### src/rtl/seg_bus_decoder.sv
// Purpose: snoops a multiplexed 7-segment/anode bus and rebuilds the 4-digit value it shows (optional SEG_BUS_DECODER_ERRCNT_EN adds err_count).
// Latency: a digit is captured after STABLE_CYCLES unchanged cycles; frame_valid follows the completing capture by one cycle.
// Backpressure: none, passive monitor; outputs are pulses/held values and the observed bus is never stalled.
module seg_bus_decoder #(
    parameter int STABLE_CYCLES = 4
) (
    input  logic               clk,
    input  logic               rst_n,
    input  logic [6:0]         seg_in,
    input  logic [3:0]         an_in,
    output logic signed [14:0] value,
    output logic               neg,
    output logic               frame_valid,
    output logic               err
`ifdef SEG_BUS_DECODER_ERRCNT_EN
    ,
    output logic [7:0]         err_count
`endif
);

    typedef enum logic [1:0] {
        IDLE    = 2'd0,
        COLLECT = 2'd1,
        EMIT    = 2'd2
    } state_t;

    state_t             state_q, state_d;
    logic [10:0]        hist_q;
    logic [7:0]         cnt_q;
    logic [3:0]         mask_q;
    logic [3:0]         slot_q [4];
    logic               minus3_q;
    logic signed [14:0] value_q;
    logic               neg_q;
    logic               err_q;

    logic               qualify;
    logic               same;
    logic [1:0]         idx;
    logic [3:0]         sel;
    logic               dig_legal;
    logic               dig_minus;
    logic [3:0]         dig_val;
    logic               cap;
    logic               cap_bad;
    logic               cap_ok;
    logic [3:0]         mask_upd;
    logic [14:0]        low3;
    logic [14:0]        full4;
    logic signed [14:0] emit_val;

    // Anode qualification: exactly one digit driver active selects a slot.
    always_comb begin
        qualify = 1'b1;
        idx     = 2'd0;
        sel     = 4'b0000;
        case (an_in)
            4'b1110: begin idx = 2'd0; sel = 4'b0001; end
            4'b1101: begin idx = 2'd1; sel = 4'b0010; end
            4'b1011: begin idx = 2'd2; sel = 4'b0100; end
            4'b0111: begin idx = 2'd3; sel = 4'b1000; end
            default: qualify = 1'b0;
        endcase
    end

    // Segment pattern decode (active-low, {g..a}); anything unlisted is illegal.
    always_comb begin
        dig_legal = 1'b1;
        dig_minus = 1'b0;
        dig_val   = 4'd0;
        case (seg_in)
            7'h40: dig_val = 4'd0;
            7'h79: dig_val = 4'd1;
            7'h24: dig_val = 4'd2;
            7'h30: dig_val = 4'd3;
            7'h19: dig_val = 4'd4;
            7'h12: dig_val = 4'd5;
            7'h02: dig_val = 4'd6;
            7'h78: dig_val = 4'd7;
            7'h00: dig_val = 4'd8;
            7'h10: dig_val = 4'd9;
            7'h3F: dig_minus = 1'b1;
            7'h7F: dig_val = 4'd0;
            default: dig_legal = 1'b0;
        endcase
    end

    // Capture fires on the single cycle the run length reaches STABLE_CYCLES-1.
    always_comb begin
        same     = ({seg_in, an_in} == hist_q);
        cap      = qualify && same && (cnt_q == 8'(STABLE_CYCLES - 2));
        cap_bad  = cap && (!dig_legal || (dig_minus && (idx != 2'd3)));
        cap_ok   = cap && !cap_bad;
        mask_upd = ((state_q == EMIT) ? 4'b0000 : mask_q) | sel;
    end

    // Frame value assembled from the slots; minus in slot 3 negates the low three digits.
    always_comb begin
        low3     = 15'(slot_q[2]) * 15'd100 + 15'(slot_q[1]) * 15'd10 + 15'(slot_q[0]);
        full4    = 15'(slot_q[3]) * 15'd1000 + low3;
        emit_val = minus3_q ? -$signed(low3) : $signed(full4);
    end

    // Stability tracking: history of last pair plus saturating run counter.
    always_ff @(posedge clk) begin
        if (!rst_n) begin
            hist_q <= 11'd0;
            cnt_q  <= 8'd0;
        end else begin
            hist_q <= {seg_in, an_in};
            if (qualify && same) begin
                cnt_q <= (cnt_q == 8'hFF) ? cnt_q : cnt_q + 8'd1;
            end else begin
                cnt_q <= 8'd0;
            end
        end
    end

    // FSM state register.
    always_ff @(posedge clk) begin
        if (!rst_n) begin
            state_q <= IDLE;
        end else begin
            state_q <= state_d;
        end
    end

    // FSM next state and frame_valid; a capture in EMIT opens the next frame.
    always_comb begin
        state_d     = state_q;
        frame_valid = 1'b0;
        case (state_q)
            IDLE: begin
                if (cap_ok) state_d = COLLECT;
            end
            COLLECT: begin
                if (cap_bad)                            state_d = IDLE;
                else if (cap_ok && mask_upd == 4'b1111) state_d = EMIT;
            end
            EMIT: begin
                frame_valid = 1'b1;
                state_d     = cap_ok ? COLLECT : IDLE;
            end
            default: state_d = IDLE;
        endcase
    end

    // Slot/mask datapath, error pulse and held output registers.
    always_ff @(posedge clk) begin
        if (!rst_n) begin
            mask_q   <= 4'd0;
            slot_q   <= '{4'd0, 4'd0, 4'd0, 4'd0};
            minus3_q <= 1'b0;
            err_q    <= 1'b0;
            value_q  <= 15'sd0;
            neg_q    <= 1'b0;
        end else begin
            err_q <= cap_bad;
            if (cap_bad) begin
                mask_q   <= 4'd0;
                slot_q   <= '{4'd0, 4'd0, 4'd0, 4'd0};
                minus3_q <= 1'b0;
            end else if (cap_ok) begin
                mask_q      <= mask_upd;
                slot_q[idx] <= dig_val;
                if (idx == 2'd3) minus3_q <= dig_minus;
            end else if (state_q == EMIT) begin
                mask_q <= 4'd0;
            end
            if (state_q == EMIT) begin
                value_q <= emit_val;
                neg_q   <= minus3_q;
            end
        end
    end

    assign value = (state_q == EMIT) ? emit_val : value_q;
    assign neg   = (state_q == EMIT) ? minus3_q : neg_q;
    assign err   = err_q;

`ifdef SEG_BUS_DECODER_ERRCNT_EN
    // Saturating count of discarded frames.
    always_ff @(posedge clk) begin
        if (!rst_n) begin
            err_count <= 8'd0;
        end else if (cap_bad && err_count != 8'hFF) begin
            err_count <= err_count + 8'd1;
        end
    end
`endif

endmodule
### config.mk
export PLATFORM = sky130hd
export DESIGN_NAME = seg_bus_decoder
export DESIGN_NICKNAME = d
export VERILOG_FILES = /design/src/rtl/seg_bus_decoder.sv
export SDC_FILE = /design/constraint.sdc
export NUM_CORES = 1
export LEC_CHECK = 0
export CELL_PAD_IN_SITES_DETAIL_PLACEMENT = 0
export CELL_PAD_IN_SITES_GLOBAL_PLACEMENT = 1
export CORE_MARGIN = 2
export CORE_UTILIZATION = 46
export DETAILED_ROUTE_END_ITERATION = 10
export PLACE_DENSITY = 0.78
export REMOVE_ABC_BUFFERS = 1
export SLEW_MARGIN = 10
export SYNTH_ARGS = -nofsm -noshare
export SYNTH_HDL_FRONTEND = slang
export SYNTH_SLANG_ARGS = --single-unit
export TNS_END_PERCENT = 1
### constraint.sdc
create_clock -name clk -period 7.5 [get_ports clk]
set_input_delay 1.875 -clock clk [delete_from_list [all_inputs] [get_ports clk]]
set_output_delay 1.875 -clock clk [all_outputs]
set_load 0.05 [all_outputs]
======== Word-level counts from Yosys, hierarchy flattened ========
Cells that the tools add are included.
W data, S select, Z words.
cells by class
  $add $sub $neg .......................... 5
  multipliers ............................. 3
  magnitude comparators ................... 2
  equal/unequal tests ..................... 25
  multiplexer cells ....................... 20
  bitwise gates (word level) .............. 3
  reductions and logical operators ........ 18
operators by type and width
  kind                    count
  $pmux W4 S9             1
  $mux W15                2
  $eq A7 B7 Y1 const B    4
  $eq A7 B5 Y1 const B    3
  $eq A7 B6 Y1 const B    3
  $bwmux W16              1
  $eq A4 B4 Y1 const B    4
  $pmux W4 S4             1
  $add A14 B13 Y15        1
  $neg A13 Y15            1
  $add A12 B4 Y13         1
  $add A11 B8 Y12         1
  $mux W4                 3
  $pmux W2 S3             2
  $reduce_or A12 Y1       1
  $eq A11 B11 Y1          1
  $mul A4 B7 Y11 const B  1
  $mul A4 B5 Y9 const B   1
  $add A8 B1 Y8 const B   1
  $demux W4 S2            1
  $eq A8 B2 Y1 const B    1
  $eq A8 B8 Y1 const B    1
  $eq A7 B2 Y1 const B    1
  $logic_and A1 B1 Y1     7
  other kinds (20)        32
word-level totals
  bits in registers ....................... 59
  bits of input ports ..................... 13
  output and inout port bits .............. 18
  logic and storage cells ................. 88

======== Logic depth before layout (Yosys ltp) ========
  depth in word-level cells ............... 12
  depth in mapped cells ................... 19
  mapped depth without buffers ............ 19

======== Worst setup path after synthesis ========
No wires, ideal clock.
  path kind ............................... register to output
  start point ............................. reg slot_q[9] (netlist name)
  end point ............................... out value[13]
  arrival ................................. 5008 ps
  required time ........................... 5625 ps
  setup slack ............................. 617 ps
  cell stages (with the launch flop) ...... 19
  path buffers ............................ 0
  cells stage by stage .................... dfxtp_1 -> ha_1 -> ha_1 -> fa_1 -> xor2_1 -> ha_1 -> ha_1 -> o21ai_1 -> a21o_1 -> a311oi_4 -> xnor2_1 -> inv_1 -> ha_1 -> a21oi_1 -> nand2b_1 -> o211ai_1 -> a21oi_1 -> xor2_1 -> a221oi_1
between the ends
  word-level cells in the longest chain between the ends .. 6
  elaborated cells on any way between the ends .. 7
  those cells by class .................... add/sub: 4; mul: 1; mux: 2
RTL lines
  what                                              line      text
  start: declaration                                31        logic [3:0] slot_q [4];
  start signal: assignment                          152       slot_q <= '{4'd0, 4'd0, 4'd0, 4'd0};
  start signal: assignment                          161       slot_q <= '{4'd0, 4'd0, 4'd0, 4'd0};
  start signal: indexed assignment                  165       slot_q[idx] <= dig_val;
  $mul A4 B3 Y7 *                                   99        low3 = 15'(slot_q[2]) * 15'd100 + 15'(slot_q[1]) * 15'd10 + 15'(slot_q[0]);
  $add A11 B8 Y12 *                                 99
  $add A12 B4 Y13 *                                 99
  $add A14 B13 Y15 or $neg A13 Y15 (tied branches)  100, 101
  $mux W15 *                                        101       emit_val = minus3_q ? -$signed(low3) : $signed(full4);
  $mux W15 *                                        --
  end: declaration                                  11        output logic signed [14:0] value,
Every way passes the cells marked *; elsewhere a longest branch is shown, timed or not.

======== Worst setup path in the final report ========
  start point ............................. reg slot_q[11] (netlist name)
  end point ............................... out value[9]
The elaborated chain is that of the path after synthesis.

==> results.yml <==
outcome:
  status: "completed"
power:
  fin_total_pwr_w: 0.000643
  peakVddDrop_mv: 0.100
  p_leak_nw: 2.42
  pwr_density_cell_nw_per_um2: 122
timing:
  setup-tns-final_ns: 0
  grt_setup_unrepaired: "no"
  max-slew-margin-rel_pct: 43.2
  final-max-slew-violation-count: 0
  finalCriticalPeriod_ns: 7.18
  max_freq_mhz: 139
  post-route-period-util_pct: 95.7
  finalHoldViolCount: 0
  setup_viol: 0
  skew_ns: 0.0116
  tightest_slew_ns: 0.851
detailed_routing:
  drc: 0
  route.met3.wl_um: 266
  m1WireLength_um: 4770
  ant_nets: 0
  top_layer: "met4"
  wl_met2_um: 5370
  wl_per_cell_um: 14.9
  wirelength_um: 10600
  drt_iter0_drc: 118
  via_per_inst: 5.42
  via_count: 3849
  drt_first_pass_iters: 4
grt:
  grt_max_degree: 28
  antenna_found_initial: 0
  grt_pass1_wl_um: 18000
  grt_usage_pct: 20.3
  grt_pass1_vias: 3772
  overflow: 0
final_layout:
  syn2layout_area_growth_pct: 12.6
  final_nets: 648
  diodes: 0
  drive_above_1_share_pct: 5.55
  layout_commonest_cell: "dfxtp_1"
  utilization_pct: 53.7
  final_cell_count_no_fill: 710
  final_cell_mix: "dfxtp_1 (59), nor2_1 (51), ha_1 (50), inv_1 (37), a21oi_1 (35)"
logic_synthesis:
  syn_area_per_cell_sq_um: 8.48
  synth_edf_count: 0
  synth_seq_cells: 59
  synth_ff_type: "dfxtp_1"
  netlist_instances: 552
  ys_types: 67
  synth.yosys.seq_area_share_pct: 25.2
  async_flop_share_pct: 0
  synth_area_sq_um: 4680
  ys.warnings.count: 0
clock_network:
  h-tree-depth: 3
  clock_path_buffers: 2
  cts_root_buf: "clkbuf_8"
  insertion_delay_ns: 0.34
  cts_buffers: 9
  cts.sinks: 59
  cts_tree: "built"
  post-cts-setup-buffer-count: 0
  cts-hold-fix-buffers: 0
  path_clk_slew_ns: 0.07
worst_setup_path:
  worstSetupPathType: "reg -> out"
  required_ns: 5.62
  cp_data_arrival_time_ns: 5.30
  critPathLaunchType: "flip-flop"
  ff2ff_setup_slack_ns: 2.76
  end_kind: "output port"
  path_max_fanout: 4
die:
  dieArea_sq_um: 11000
  start_util_pct: 47.7
  die_h_um: 105
  die_w_um: 105
  core_area_sq_um: 9820
  io-pin-count: 31
  rows: 36
place:
  gp_congestion: 0.835
  dp.cells: 694
  portBuffers: 30
  post-dp-hpwl_um: 8230
job:
  cap_violations: 0
worst_hold_path:
  hold_class: "reg -> reg"
[report_power, final]
group / switching [W] / total [W] / internal [W]
logic: 0.0000203 / 0.0000344 / 0.0000141
registers: 0.00000125 / 0.000318 / 0.000316
clock network: 0.000130 / 0.000291 / 0.000161
[cell usage after synthesis (all sizes together), types with 8 or more instances]
cell type,n,area share (%)
xor2,23,4.3
a21oi,36,3.9
o21ai,27,2.9
and2,25,3.3
fa,13,5.6
xnor2,18,3.4
a211oi,10,1.6
nor3,14,1.5
ha,50,13
dfxtp,59,25
nand2,30,2.4
clkbuf,18,1.5
nor2,52,4.3
nor3b,8,1.3
mux2i,19,4.1
nor2b,9,1.2
inv,37,3.0
[metal layers]
layer | track usage (%) | up-vias
met5 | 0 | -
met4 | 7.24 | 0
met3 | 3.56 | 18
met2 | 36.9 | 46
met1 | 23.8 | 1809
li1 | - | 1976
[cell type report]
cell class / instances / area, sq um
multi-input cells: 432 / 3270
inverters: 37 / 139
flip-flops and latches: 59 / 1180
clock inverters: 5 / 52.6
fillers: 995 / 4550
well taps: 133 / 166
repair buffers: 33 / 328
clock buffers: 11 / 141
[logic make-up (layout without fill, tap and decap cells)]
| group | after synthesis | in the layout | synth area share (%) |
|---|---|---|---|
| muxes | 21 | 21 | 4.54 |
| DFF | 59 | 59 | 25.2 |
| buffers and inverters | 61 | 86 | 5.05 |
| AOI/OAI and AO/OA | 117 | 117 | 16.5 |
| adders and majority gates | 64 | 64 | 19.1 |
| and+or+nand+nor | 188 | 188 | 21.4 |
| xor gates and xnor gates | 42 | 42 | 8.15 |
[state kept, by name, summed over array words and instances, names as in the netlist]
name and cells:
mask_q 4, minus3_q 1, value_q 15, slot_q 16
cnt_q 8, state_q 2, hist_q 11, err 1
neg_q 1
[worst max-delay path: stages, from the launching register on]
cell and delay [ns]:
dfxtp_1 0.38, ha_1 0.25, ha_1 0.24, fa_1 0.44, ha_1 0.29, ha_1 0.35, nor2_1 0.05, a21oi_1 0.16
xor2_1 0.36, ha_1 0.34, a21oi_1 0.13, nand2_1 0.09, maj3_1 0.39, a21oi_1 0.19, xnor2_1 0.14, mux2i_1 0.14
a21oi_1 0.19, clkdlybuf4s50_1 0.81
[stage by stage]
step	setup slack (ns)	hold WS [ns]	instance area, sq um
after floorplan	0.617	0.450	4590
after global placement	0.593	0.469	5070
after detailed placement	0.470	0.483	5070
after CTS	0.0744	0.499	5260
after global routing	0.00361	0.535	5270
final	0.324	0.496	5270
[final timing paths]
check / from / endpoint / cells after the start
min reg2reg: mask_q[3]$_SDFF_PP0_ / mask_q[3]$_SDFF_PP0_ / 2
min: mask_q[3]$_SDFF_PP0_ / mask_q[3]$_SDFF_PP0_ / 2
max reg2reg: slot_q[11]$_SDFFE_PP0P_ / value_q[14]$_SDFF_PN0_ / 17
max: slot_q[11]$_SDFFE_PP0P_ / value[9] / 17
[what timing repair did]
item,in CTS,in global routing
endpoints found under the hold margin,0,0
endpoints found under the setup margin,0,4
gates resized for setup,0,4
(Power assumes the default switching activity.)
